[src/rtl/ysyx_040066_mem_arbiter_if.sv]
// Bundle of the three cache-side requester ports, the shared memory port and the grant
// indicator. The "master" view belongs to the arbiter, "slave" to the caches and bus.
interface ysyx_040066_mem_arbiter_if;
    logic         ins_req;
    logic         ins_burst;
    logic [63:0]  ins_addr;
    logic         ins_ready;
    logic         ins_last;
    logic         rd_req;
    logic         rd_burst;
    logic [2:0]   rd_len;
    logic [63:0]  rd_addr;
    logic         rd_ready;
    logic         rd_last;
    logic         wr_req;
    logic         wr_burst;
    logic [2:0]   wr_len;
    logic [7:0]   wr_mask;
    logic [63:0]  wr_addr;
    logic [511:0] wr_data;
    logic         wr_ready;
    logic         rsp_err;
    logic [63:0]  rsp_data;
    logic         mem_req;
    logic         mem_we;
    logic         mem_burst;
    logic [2:0]   mem_len;
    logic [7:0]   mem_mask;
    logic [63:0]  mem_addr;
    logic [511:0] mem_wdata;
    logic         mem_ready;
    logic         mem_last;
    logic         mem_err;
    logic [63:0]  mem_rdata;
    logic [1:0]   grant;

    modport master (
        input  ins_req, ins_burst, ins_addr,
        input  rd_req, rd_burst, rd_len, rd_addr,
        input  wr_req, wr_burst, wr_len, wr_mask, wr_addr, wr_data,
        input  mem_ready, mem_last, mem_err, mem_rdata,
        output ins_ready, ins_last, rd_ready, rd_last, wr_ready,
        output rsp_err, rsp_data,
        output mem_req, mem_we, mem_burst, mem_len, mem_mask, mem_addr, mem_wdata,
        output grant
    );

    modport slave (
        output ins_req, ins_burst, ins_addr,
        output rd_req, rd_burst, rd_len, rd_addr,
        output wr_req, wr_burst, wr_len, wr_mask, wr_addr, wr_data,
        output mem_ready, mem_last, mem_err, mem_rdata,
        input  ins_ready, ins_last, rd_ready, rd_last, wr_ready,
        input  rsp_err, rsp_data,
        input  mem_req, mem_we, mem_burst, mem_len, mem_mask, mem_addr, mem_wdata,
        input  grant
    );
endinterface

[src/rtl/ysyx_040066_mem_arbiter.sv]
// Three-way memory port arbiter: DW > DR > I fixed priority, with I forced after
// STARVE_LIMIT consecutive D grants while it waits. Grants are registered in IDLE only.
module ysyx_040066_mem_arbiter #(
    parameter int unsigned STARVE_LIMIT = 4
) (
    input  logic                        clk,
    input  logic                        rst,
    ysyx_040066_mem_arbiter_if.master   bus
);
    typedef enum logic [1:0] {
        IDLE   = 2'd0,
        GNT_I  = 2'd1,
        GNT_DR = 2'd2,
        GNT_DW = 2'd3
    } state_e;

    localparam logic [3:0] LIMIT_C = 4'(STARVE_LIMIT);

    state_e     state_q, state_d;
    logic [3:0] starve_q, starve_d;
    logic       done_s;

    // State register and starvation counter
    always_ff @(posedge clk or posedge rst) begin
        if (rst) begin
            state_q  <= IDLE;
            starve_q <= 4'd0;
        end else begin
            state_q  <= state_d;
            starve_q <= starve_d;
        end
    end

    // Arbitration in IDLE, completion detection while granted
    always_comb begin
        state_d  = state_q;
        starve_d = starve_q;
        done_s   = 1'b0;
        case (state_q)
            IDLE: begin
                if (bus.ins_req && (starve_q == LIMIT_C)) begin
                    state_d = GNT_I;
                end else if (bus.wr_req) begin
                    state_d = GNT_DW;
                end else if (bus.rd_req) begin
                    state_d = GNT_DR;
                end else if (bus.ins_req) begin
                    state_d = GNT_I;
                end else begin
                    state_d = IDLE;
                end
                // Count only D grants that overtake a waiting I
                if (state_d == IDLE) begin
                    starve_d = starve_q;
                end else if ((state_d != GNT_I) && bus.ins_req) begin
                    starve_d = (starve_q >= LIMIT_C) ? LIMIT_C : (starve_q + 4'd1);
                end else begin
                    starve_d = 4'd0;
                end
            end
            GNT_I, GNT_DR: begin
                done_s  = bus.mem_ready & bus.mem_last;
                state_d = done_s ? IDLE : state_q;
            end
            GNT_DW: begin
                done_s  = bus.mem_ready;
                state_d = done_s ? IDLE : state_q;
            end
            default: begin
                state_d = IDLE;
            end
        endcase
    end

    // Bus fields and return path, selected by the current grant
    always_comb begin
        bus.mem_req   = 1'b0;
        bus.mem_we    = 1'b0;
        bus.mem_burst = 1'b0;
        bus.mem_len   = 3'd0;
        bus.mem_mask  = 8'd0;
        bus.mem_addr  = 64'd0;
        bus.mem_wdata = 512'd0;
        bus.ins_ready = 1'b0;
        bus.ins_last  = 1'b0;
        bus.rd_ready  = 1'b0;
        bus.rd_last   = 1'b0;
        bus.wr_ready  = 1'b0;
        bus.rsp_err   = 1'b0;
        bus.rsp_data  = 64'd0;
        bus.grant     = state_q;
        case (state_q)
            GNT_I: begin
                bus.mem_req   = 1'b1;
                bus.mem_burst = bus.ins_burst;
                bus.mem_len   = 3'd3;
                bus.mem_addr  = bus.ins_addr;
                bus.ins_ready = bus.mem_ready;
                bus.ins_last  = bus.mem_last;
            end
            GNT_DR: begin
                bus.mem_req   = 1'b1;
                bus.mem_burst = bus.rd_burst;
                bus.mem_len   = bus.rd_len;
                bus.mem_addr  = bus.rd_addr;
                bus.rd_ready  = bus.mem_ready;
                bus.rd_last   = bus.mem_last;
            end
            GNT_DW: begin
                bus.mem_req   = 1'b1;
                bus.mem_we    = 1'b1;
                bus.mem_burst = bus.wr_burst;
                bus.mem_len   = bus.wr_len;
                bus.mem_mask  = bus.wr_mask;
                bus.mem_addr  = bus.wr_addr;
                bus.mem_wdata = bus.wr_data;
                bus.wr_ready  = bus.mem_ready;
            end
            default: begin
                bus.mem_req   = 1'b0;
            end
        endcase
        if (state_q != IDLE) begin
            bus.rsp_data = bus.mem_rdata;
            bus.rsp_err  = bus.mem_err & bus.mem_ready;
        end else begin
            bus.rsp_data = 64'd0;
            bus.rsp_err  = 1'b0;
        end
    end
endmodule
[src/flat_wrapper.sv]
// flat-port wrapper written by rule: the top's interface ports become plain ports
module ysyx_040066_mem_arbiter_flat 
#(
    parameter int unsigned STARVE_LIMIT = 4
)
  (clk, rst, bus_ins_req, bus_ins_burst, bus_ins_addr, bus_rd_req, bus_rd_burst, bus_rd_len, bus_rd_addr, bus_wr_req, bus_wr_burst, bus_wr_len, bus_wr_mask, bus_wr_addr, bus_wr_data, bus_mem_ready, bus_mem_last, bus_mem_err, bus_mem_rdata, bus_ins_ready, bus_ins_last, bus_rd_ready, bus_rd_last, bus_wr_ready, bus_rsp_err, bus_rsp_data, bus_mem_req, bus_mem_we, bus_mem_burst, bus_mem_len, bus_mem_mask, bus_mem_addr, bus_mem_wdata, bus_grant);
  ysyx_040066_mem_arbiter_if bus_i ();
  input  logic clk;
  input  logic rst;
  input wire logic [$bits(bus_i.ins_req)-1:0] bus_ins_req;
  input wire logic [$bits(bus_i.ins_burst)-1:0] bus_ins_burst;
  input wire logic [$bits(bus_i.ins_addr)-1:0] bus_ins_addr;
  input wire logic [$bits(bus_i.rd_req)-1:0] bus_rd_req;
  input wire logic [$bits(bus_i.rd_burst)-1:0] bus_rd_burst;
  input wire logic [$bits(bus_i.rd_len)-1:0] bus_rd_len;
  input wire logic [$bits(bus_i.rd_addr)-1:0] bus_rd_addr;
  input wire logic [$bits(bus_i.wr_req)-1:0] bus_wr_req;
  input wire logic [$bits(bus_i.wr_burst)-1:0] bus_wr_burst;
  input wire logic [$bits(bus_i.wr_len)-1:0] bus_wr_len;
  input wire logic [$bits(bus_i.wr_mask)-1:0] bus_wr_mask;
  input wire logic [$bits(bus_i.wr_addr)-1:0] bus_wr_addr;
  input wire logic [$bits(bus_i.wr_data)-1:0] bus_wr_data;
  input wire logic [$bits(bus_i.mem_ready)-1:0] bus_mem_ready;
  input wire logic [$bits(bus_i.mem_last)-1:0] bus_mem_last;
  input wire logic [$bits(bus_i.mem_err)-1:0] bus_mem_err;
  input wire logic [$bits(bus_i.mem_rdata)-1:0] bus_mem_rdata;
  output wire logic [$bits(bus_i.ins_ready)-1:0] bus_ins_ready;
  output wire logic [$bits(bus_i.ins_last)-1:0] bus_ins_last;
  output wire logic [$bits(bus_i.rd_ready)-1:0] bus_rd_ready;
  output wire logic [$bits(bus_i.rd_last)-1:0] bus_rd_last;
  output wire logic [$bits(bus_i.wr_ready)-1:0] bus_wr_ready;
  output wire logic [$bits(bus_i.rsp_err)-1:0] bus_rsp_err;
  output wire logic [$bits(bus_i.rsp_data)-1:0] bus_rsp_data;
  output wire logic [$bits(bus_i.mem_req)-1:0] bus_mem_req;
  output wire logic [$bits(bus_i.mem_we)-1:0] bus_mem_we;
  output wire logic [$bits(bus_i.mem_burst)-1:0] bus_mem_burst;
  output wire logic [$bits(bus_i.mem_len)-1:0] bus_mem_len;
  output wire logic [$bits(bus_i.mem_mask)-1:0] bus_mem_mask;
  output wire logic [$bits(bus_i.mem_addr)-1:0] bus_mem_addr;
  output wire logic [$bits(bus_i.mem_wdata)-1:0] bus_mem_wdata;
  output wire logic [$bits(bus_i.grant)-1:0] bus_grant;
  assign bus_i.ins_req = bus_ins_req;
  assign bus_i.ins_burst = bus_ins_burst;
  assign bus_i.ins_addr = bus_ins_addr;
  assign bus_i.rd_req = bus_rd_req;
  assign bus_i.rd_burst = bus_rd_burst;
  assign bus_i.rd_len = bus_rd_len;
  assign bus_i.rd_addr = bus_rd_addr;
  assign bus_i.wr_req = bus_wr_req;
  assign bus_i.wr_burst = bus_wr_burst;
  assign bus_i.wr_len = bus_wr_len;
  assign bus_i.wr_mask = bus_wr_mask;
  assign bus_i.wr_addr = bus_wr_addr;
  assign bus_i.wr_data = bus_wr_data;
  assign bus_i.mem_ready = bus_mem_ready;
  assign bus_i.mem_last = bus_mem_last;
  assign bus_i.mem_err = bus_mem_err;
  assign bus_i.mem_rdata = bus_mem_rdata;
  assign bus_ins_ready = bus_i.ins_ready;
  assign bus_ins_last = bus_i.ins_last;
  assign bus_rd_ready = bus_i.rd_ready;
  assign bus_rd_last = bus_i.rd_last;
  assign bus_wr_ready = bus_i.wr_ready;
  assign bus_rsp_err = bus_i.rsp_err;
  assign bus_rsp_data = bus_i.rsp_data;
  assign bus_mem_req = bus_i.mem_req;
  assign bus_mem_we = bus_i.mem_we;
  assign bus_mem_burst = bus_i.mem_burst;
  assign bus_mem_len = bus_i.mem_len;
  assign bus_mem_mask = bus_i.mem_mask;
  assign bus_mem_addr = bus_i.mem_addr;
  assign bus_mem_wdata = bus_i.mem_wdata;
  assign bus_grant = bus_i.grant;
  ysyx_040066_mem_arbiter #(.STARVE_LIMIT(STARVE_LIMIT)) u_core (.clk(clk), .rst(rst), .bus(bus_i));
endmodule
[config.mk]
export PLATFORM = sky130hd
export DESIGN_NAME = ysyx_040066_mem_arbiter_flat
export DESIGN_NICKNAME = d
export VERILOG_FILES = /design/src/rtl/ysyx_040066_mem_arbiter_if.sv /design/src/rtl/ysyx_040066_mem_arbiter.sv /design/src/flat_wrapper.sv
export SDC_FILE = /design/constraint.sdc
export NUM_CORES = 1
export LEC_CHECK = 0
export CORE_AREA = 2 2 575 577
export CTS_BUF_LIST = sky130_fd_sc_hd__clkbuf_4 sky130_fd_sc_hd__clkbuf_8
export DETAILED_ROUTE_END_ITERATION = 8
export DIE_AREA = 0 0 577 579
export PLACE_DENSITY_LB_ADDON = 0.12
export RECOVER_POWER = 100
export SLEW_MARGIN = 10
export SYNTH_ARGS = -nofsm -noshare
export SYNTH_HDL_FRONTEND = slang
export SYNTH_SLANG_ARGS = --single-unit
[constraint.sdc]
create_clock -name clk -period 2.3 [get_ports clk]
set_clock_uncertainty 0.1 [all_clocks]
set_input_delay 0.46 -clock clk [delete_from_list [all_inputs] [get_ports clk]]
set_output_delay 0.46 -clock clk [all_outputs]
set_load 0.05 [all_outputs]
* Word level (Yosys, flattened, before mapping)
Index checks and enable logic that the tools add are counted. W data, S select, Z words.
Word-level totals: register bits after elaboration 6, word-level logic and storage cells 47
Operators by class: add/sub/neg operators 1, $lt $le $gt $ge 1, equal/unequal tests 7, muxes and demuxes 24, bitwise logic cells 3, reductions and logical operators 9
Operators with widths (count):
- $mux W512 | 1
- $pmux W64 S3 | 1
- $mux W64 | 1
- $mux W2 | 6
- $mux W1 | 9
- $pmux W3 S3 | 1
- $mux W4 | 2
- $mux W8 | 1
- $pmux W2 S3 | 1
- $add A4 B1 Y4 const B | 1
- $eq A2 B2 Y1 const B | 2
- $eq A4 B3 Y1 const B | 1
- $ge A4 B3 Y1 const B | 1
- $logic_not A2 Y1 | 2
- $ne A2 B1 Y1 const B | 2
- $reduce_and A2 Y1 | 2
- $pmux W1 S3 | 1
- $reduce_or A3 Y1 | 1
- $and A1 B1 Y1 | 2
- $eq A2 B1 Y1 const B | 1
- $logic_and A1 B1 Y1 | 2
- $ne A2 B2 Y1 const B | 1
- $reduce_bool A2 Y1 | 1
- $reduce_or A2 Y1 | 1
- $not A1 Y1 | 1

* Longest topological paths before layout
Gate-level depths: netlist (run 1).
depth after elaboration 8, depth in mapped cells 7, depth with buffers taken out 5

* Worst setup path before layout (run 1)
No wires, ideal clock.
kind register to output, from register u_core.state_q[1] (netlist: u_core.bus.grant[1]), to output port bus_mem_len[0], data arrival time 2.591 ns, data required time 1.740 ns, path slack -0.851 ns, cell stages (with the launch flop) 6, buffers on the path 2, cell sequence dfrtp_1 > ha_1 > buf_6 > buf_6 > a22oi_1 > a21oi_1
Between the ends: longest elaborated chain between the ends 2
RTL lines:
- from (decl) | RTL line ysyx_040066_mem_arbiter.sv:19 | state_e state_q, state_d;
- from (signal assigned) | RTL line ysyx_040066_mem_arbiter.sv:29 | state_q <= state_d;
- $eq A2 B2 Y1 or $eq A2 B1 Y1 (tied branches) | RTL line ysyx_040066_mem_arbiter.sv:92 | case (state_q)
- $pmux W3 S3 * | RTL line ysyx_040066_mem_arbiter.sv:92
- to (decl) | RTL line flat_wrapper.sv:37 | output wire logic [$bits(bus_i.mem_len)-1:0] bus_mem_len;
Every way passes the cells marked *; elsewhere a longest branch is shown, timed or not.

* Worst setup path in the final report (run 1)
from register u_core.state_q[1] (netlist: u_core.bus.grant[1]), to output port bus_mem_addr[22]
Between the ends: longest elaborated chain between the ends 2
RTL lines:
- $eq A2 B2 Y1 or $eq A2 B1 Y1 (tied branches) | RTL line ysyx_040066_mem_arbiter.sv:92
- $pmux W64 S3 * | RTL line ysyx_040066_mem_arbiter.sv:92
- to (decl) | RTL line flat_wrapper.sv:39 | output wire logic [$bits(bus_i.mem_addr)-1:0] bus_mem_addr;
Marks and branches as above.

==> results of run 1 <==
-- critical path: stages, from the launching register on --
cell and delay [ns]:
dfrtp_4 0.50, ha_4 0.18, buf_8 0.12, buf_12 0.13, a222oi_1 0.79, buf_4 0.26, nor2_4 0.06, buf_12 0.17
-- worst max-delay path by stage --
stage	start	to	cells past startpoint
after floorplan	u_core.bus.grant[0]$_DFFE_PP0P_	bus_rsp_data[0]	5
after global placement	u_core.bus.grant[1]$_DFFE_PP0P_	bus_mem_addr[22]	7
after detailed placement	u_core.bus.grant[1]$_DFFE_PP0P_	bus_mem_addr[31]	7
after CTS	u_core.bus.grant[1]$_DFFE_PP0P_	bus_mem_addr[31]	7
after global routing	u_core.bus.grant[1]$_DFFE_PP0P_	bus_mem_addr[31]	7
final	u_core.bus.grant[1]$_DFFE_PP0P_	bus_mem_addr[22]	7
-- power by group through the flow --
stage          clock, uW  combinational (uW)  sequential, uW
2_1_floorplan          0               12900             253
3_3_place_gp           0               30400             191
3_5_place_dp           0               30200             192
4_1_cts              187               35500             192
5_1_grt              192               36200             199
6_report             186               35000             192
-- cells in the mapped netlist, types with 2 or more instances --
cell and number:
and2_1 526, nor2_1 69, a222oi_1 65, nor2b_1 65, clkbuf_2 51, clkbuf_1 25, buf_2 8, buf_6 6
dfrtp_1 6, ha_1 6, inv_1 6, buf_4 4, a22oi_1 3, o31ai_1 3, a21oi_1 2, nand2_1 2
-- logic make-up (layout without fill, tap and decap cells) --
kind of cell    Yosys count  after routing  share of synthesized area, %
buf+inv                 101           1760                          9.36
fa+ha+maj                 6              6                          1.36
mux                       3              3                         0.657
other cells               0             83                             0
simple gates            666            666                          72.5
flops                     6              6                          2.72
compound gates           78             78                          13.4
-- timing repair --
item	in CTS	in global routing
setup buffers	89	11
resized for setup	514	152
endpoints found under the setup margin	630	661
pin swaps	53	37
hold endpoints to repair	0	0
gates cloned	56	5
-- layout make-up --
class / count / area, um2
Multi-Input combinational cell: 753 / 6630
Antenna cell: 83 / 208
Fill cell: 37442 / 291000
Inverter: 6 / 28.8
Sequential cell: 6 / 155
Timing Repair Buffer: 1750 / 24900
Tap cell: 4366 / 5460
Clock buffer: 4 / 48.8
-- per-layer routing --
metal | vias up | wire [um] | GRT usage (%)
li1 | 6272 | - | -
met1 | 7168 | 102000 | 16.9
met2 | 1460 | 119000 | 24.8
met3 | 570 | 42100 | 11.3
met4 | 230 | 3250 | 0.983
met5 | - | 1530 | 0
-- state kept, by name (all words and copies together) (netlist names) --
name and flops:
u_core.starve_q 4, u_core.bus.grant 2
-- through the flow --
| step | hold slack, ns | TNS, ns |
|---|---|---|
| global route | 0.454 | -273.22 |
| finish | 0.443 | -241.57 |
| CTS | 0.400 | -275.54 |
| floorplan | 0.151 | -8.63 |
| global placement | 0.413 | -31.58 |
| detailed placement | 0.433 | -28.85 |
==> qor.csv, run 1 <==
stage,metric,value,unit
route,wl_per_cell,38.4,um
finish,area_growth,578,%
timing,finalSetupViolations,662,
critical_path,critPathMaxFanout,4,
route,drt_pass1_iterations,8,
floorplan,die-area,334000,um2
logic_synthesis,ys_types,29,
place,dp_hpwl,244000,um
floorplan,initial_core_util,1.68,%
floorplan,core-area,329000,um2
pwr,p_sw,19000,uW
pwr,power.share.sequential,0.5,%
logic_synthesis,ys_ff_latch,6,
finish,nets,3319,
pwr,pwr-share-comb,98.9,%
route,vias,15700,
timing,fin_ws,-0.702,ns
clock_network,clk_path_buf_depth,2,
min_path,hp-class,reg2reg,
clock_network,htreeDepth,1,
job,maxCapViolCount,0,
logic_synthesis,async_flop_share,100,%
global_route,grt_max_degree,36,
floorplan,rows,211,
timing,hold_viol_final,0,
logic_synthesis,synth_cells,860,
outcome,status,finished with violations,
logic_synthesis,yosysSeqAreaShare,2.72,%
timing,max_slew_margin,39.5,%
global_route,grt_pass1_vias,15862,
clock_network,cts_made_buffers,3,
logic_synthesis,synth-edff-count,0,
route,drc,0,
global_route,antenna_found_initial,438,
finish,post_route_cells_drive_above_1_share,62.8,%
global_route,grt_overflow,0,
pwr,pwr-share-clk,0.5,%
finish,mostFrequentLayoutCell,clkdlybuf4s50_1,
critical_path,worstPathArrival,2.44,ns
logic_synthesis,yosysTopAreaCellShare,59.6,%
timing,period_share,131,%
route,detail-route-antenna-nets,0,
place,placed_area,33500,um2
clock_network,holdBufCountCts,0,
logic_synthesis,synth_ff_type,dfrtp_1,
critical_path,end_kind,output pin,
place,dpl_worst_slack,-0.804,ns
min_path,min_from,u_core.starve_q[1]$_DFFE_PP0P_,
logic_synthesis,synth.top_cells.by_area,"and2_1 (60%), a222oi_1 (12%), nor2b_1 (7.4%)",
logic_synthesis,synth_top_area_cell,and2_1,
timing,drv_slew,0,
critical_path,r2r-end,u_core.bus.grant[1]$_DFFE_PP0P_,
clock_network,cts-root-buf,clkbuf_8,
timing,worst_pin_slew,0.908,ns
place,numPortBuffers,1454,
logic_synthesis,yosysWarnings,0,
critical_path,timing.rr.start,u_core.bus.grant[1]$_DFFE_PP0P_,
critical_path,critPathLaunchType,register,
outcome,violations,negative setup slack,
clock_network,clk_pin_slew_worst_paths,0.04,ns
pwr,power,35400,uW
floorplan,io_pins,1455,
finish,instances_no_fill,6968,
route,viasPerCell,2.25,
clock_network,clk_latency,0.23,ns
clock_network,clkSinkCount,6,
logic_synthesis,syn_avg_cell_area,6.42,um2
global_route,grt_use_total,15.4,%
route,drt_iter0_drc,886,
timing,rsz0062_at_grt,true,
logic_synthesis,netlist_area,5520,um2
pwr,pwr_density_cell,944,nW/um2
timing,period_needed,3.00,ns
pwr,leakage,0.0135,uW
floorplan,fp.dieW,577,um
pwr,peakVddDrop,0.593,mV
min_path,min_to,u_core.starve_q[1]$_DFFE_PP0P_,
place,place_congestion,0.838,
min_path,min_path_cells,1,
finish,design_area,37500,um2
floorplan,dieHeight,579,um
finish,fin_util,11.4,%
critical_path,worst-r2r-cell-count,10,
critical_path,reg2reg_setup_slack,-0.14,ns
critical_path,worstSetupPathType,reg2out,
route,routed_wl,268000,um
pwr,power.internal,16300,uW
clock_network,cts_tree,done,
logic_synthesis,synthesis.nets,1659,
global_route,grt_first_pass_wirelength,305000,um
pwr,sw_frac_of_total,53.8,%
finish,layout_common_cells,"clkdlybuf4s50_1 (791), buf_12 (650), and2_4 (413)",
critical_path,cp.required,1.74,ns
timing,fmax,0.333,GHz
place,dp_cells,6734,
Note: power is estimated with default switching activity, not from simulation.
==> run 2, diff against run 1 <==
- CORE_AREA: 2 2 575 577 -> 2 2 560 562
- DIE_AREA: 0 0 577 579 -> 0 0 562 564
- clock period: 2.3 -> 2.6 ns (I/O delays scaled with it)
==> qor.csv, run 2 (synthesized netlist as in run 1, its figures left out) <==
stage,metric,value,unit,change
floorplan,io_pins,1455,,unchanged
min_path,hp-class,reg2reg,,
place,dp_cells,6412,,-4.8%
route,wl_per_cell,35.6,um,-7.2%
finish,largest_reg_flops,4,,unchanged
pwr,pwr_density_cell,786,nW/um2,-17%
route,routed_wl,234000,um,-12%
finish,regArea,153,um2,-1.6%
floorplan,initial_core_util,1.78,%,+0.096 points
critical_path,critPathLaunchType,register,,
pwr,sw_frac_of_total,57.2,%,+3.4 points
timing,drv_slew,0,,unchanged
timing,fin_ws,-0.240,ns,+0.462 ns
clock_network,cts_tree,done,,
timing,fin_hold_ws,0.441,ns,-0.00236 ns
place,numPortBuffers,1454,,unchanged
clock_network,clk_path_buf_depth,2,,unchanged
pwr,pwr-share-clk,0.6,%,about the same
timing,fmax,0.352,GHz,
place,place_congestion,0.876,,+4.5%
route,detail-route-antenna-nets,0,,unchanged
outcome,status,finished with violations,,
clock_network,clkSinkCount,6,,unchanged
critical_path,worstSetupPathType,reg2out,,
timing,hold_viol_final,0,,unchanged
clock_network,htreeDepth,1,,unchanged
finish,nets,3121,,-6.0%
timing,tns,-9.26,ns,+232.31 ns
floorplan,rows,205,,-2.8%
route,drc,0,,unchanged
pwr,peakVddDrop,0.441,mV,-26%
timing,max_slew_margin,45.9,%,+6.4 points
place,dp_hpwl,219000,um,-10%
global_route,antenna_found_initial,452,,+3.2%
timing,period_needed,2.84,ns,
critical_path,worstPathArrival,2.22,ns,-0.22 ns
route,viasPerCell,2.25,,-0.31%
outcome,violations,negative setup slack,,
timing,finalSetupViolations,211,,-68%
finish,post_route_cells_drive_above_1_share,42.4,%,-20 points
clock_network,clk_pin_slew_worst_paths,0.04,ns,about the same
pwr,power.share.sequential,0.6,%,about the same
pwr,p_sw,14900,uW,-22%
pwr,power,26100,uW,-26%
global_route,grt_max_degree,53,,+47%
finish,layout_common_cells,"clkdlybuf4s50_1 (789), buf_12 (631), and2_1 (389)",,
floorplan,die-area,317000,um2,-5.1%
finish,instances_no_fill,6571,,-5.7%
finish,area_growth,501,%,
job,maxCapViolCount,0,,unchanged
global_route,grt_first_pass_wirelength,264000,um,-14%
finish,regMostFlops,u_core.starve_q,,
finish,multi_input_area,5490,um2,-17%
timing,worst_pin_slew,0.812,ns,-0.0960 ns
floorplan,fp.dieW,562,um,-2.6%
critical_path,r2r-end,u_core.starve_q[0]$_DFFE_PP0P_,,
critical_path,timing.rr.start,u_core.bus.grant[0]$_DFFE_PP0P_,,
critical_path,worst-r2r-cell-count,8,,-2
route,drt_iter0_drc,820,,-7.4%
finish,nFillCells,35733,,-4.6%
timing,period_share,109,%,
pwr,pwr-share-comb,98.7,%,-0.2 points
pwr,leakage,0.0116,uW,-15%
min_path,min_to,u_core.starve_q[1]$_DFFE_PP0P_,,
global_route,grt_use_total,14.0,%,-1.5 points
critical_path,cp.required,1.98,ns,+0.24 ns
min_path,min_path_cells,1,,unchanged
global_route,grt_pass1_vias,14381,,-9.3%
critical_path,reg2reg_setup_slack,0.21,ns,+0.35 ns
clock_network,cts_made_buffers,3,,unchanged
floorplan,dieHeight,564,um,-2.6%
critical_path,end_kind,output pin,,
route,drt_pass1_iterations,7,,-1
route,vias,14759,,-6.0%
clock_network,clk_latency,0.23,ns,about the same
clock_network,cts-root-buf,clkbuf_8,,
min_path,min_from,u_core.starve_q[1]$_DFFE_PP0P_,,
finish,mostFrequentLayoutCell,clkdlybuf4s50_1,,
floorplan,core-area,311000,um2,-5.4%
critical_path,critPathMaxFanout,4,,unchanged
timing,rsz0062_at_grt,true,,
pwr,power.internal,11200,uW,-32%
global_route,grt_overflow,0,,unchanged
## run 2: critical path: stages (launching register included)
cell,delay (ns)
dfrtp_2,0.45
ha_4,0.21
buf_16,0.15
a222oi_1,0.73
buf_4,0.25
nor2_4,0.04
buf_12,0.14
## run 2: cell type report
cell class              instances  share of cell area [%]
diodes                        110                   0.829
flip-flops and latches          6                   0.460
multi-input cells             753                    16.5
well taps                    4140                    15.6
clock buffers                   4                   0.147
inverters                       6                  0.0678
repair buffers               1552                    66.4
## run 2: timing repair
| action | 4_1_cts | 5_1_grt |
|---|---|---|
| gates resized for setup | 38 | 161 |
| setup endpoints to repair | 305 | 577 |
| pin swaps | 18 | 39 |
| cloned | 5 | 10 |
| endpoints found under the hold margin | 0 | 0 |
| setup buffers | 17 | 14 |
| hold buffers | 0 | 0 |
## run 2: routing by layer
| metal | track usage [%] | share of wire [%] |
|---|---|---|
| met2 | 21.0 | 42 |
| met1 | 13.7 | 34 |
| met3 | 14.4 | 21 |
| met4 | 1.62 | 1.9 |
| met5 | 0 | 0.75 |
## run 2: worst max-delay path by stage
stage | from | to | slack, ns | depth (start not counted)
6_report | u_core.bus.grant[0]$_DFFE_PP0P_ | bus_mem_addr[42] | -0.24 | 6
5_1_grt | u_core.bus.grant[0]$_DFFE_PP0P_ | bus_mem_addr[42] | -0.28 | 6
4_1_cts | u_core.bus.grant[1]$_DFFE_PP0P_ | bus_mem_addr[42] | -0.34 | 7
3_5_place_dp | bus_wr_addr[30] | bus_mem_addr[30] | -0.36 | 5
3_3_place_gp | bus_wr_addr[30] | bus_mem_addr[30] | -0.33 | 5
2_1_floorplan | u_core.bus.grant[1]$_DFFE_PP0P_ | bus_mem_wdata[401] | -0.03 | 5
## run 2: metrics by stage
stage	utilization (%)	instance area, um2	worst slack [ns]
floorplan	-	5790	-0.0313
global placement	10.2	31700	-0.335
detailed placement	10.2	31700	-0.363
CTS	10.4	32200	-0.339
global route	10.6	33000	-0.276
finish	10.7	33200	-0.240
## run 2: power groups by stage
stage / Sequential, uW / Combinational, uW / Clock, uW
floorplan: 215 / 10600 / 0
global placement: 174 / 24900 / 0
detailed placement: 173 / 24800 / 0
CTS: 168 / 25500 / 165
global route: 173 / 26800 / 170
finish: 168 / 25800 / 161
==> run 3, diff against run 2 <==
- CAP_MARGIN: default -> 5
==> results of run 3 <==
Same layout as run 2: the final DEF is identical, and so are final timing and power.
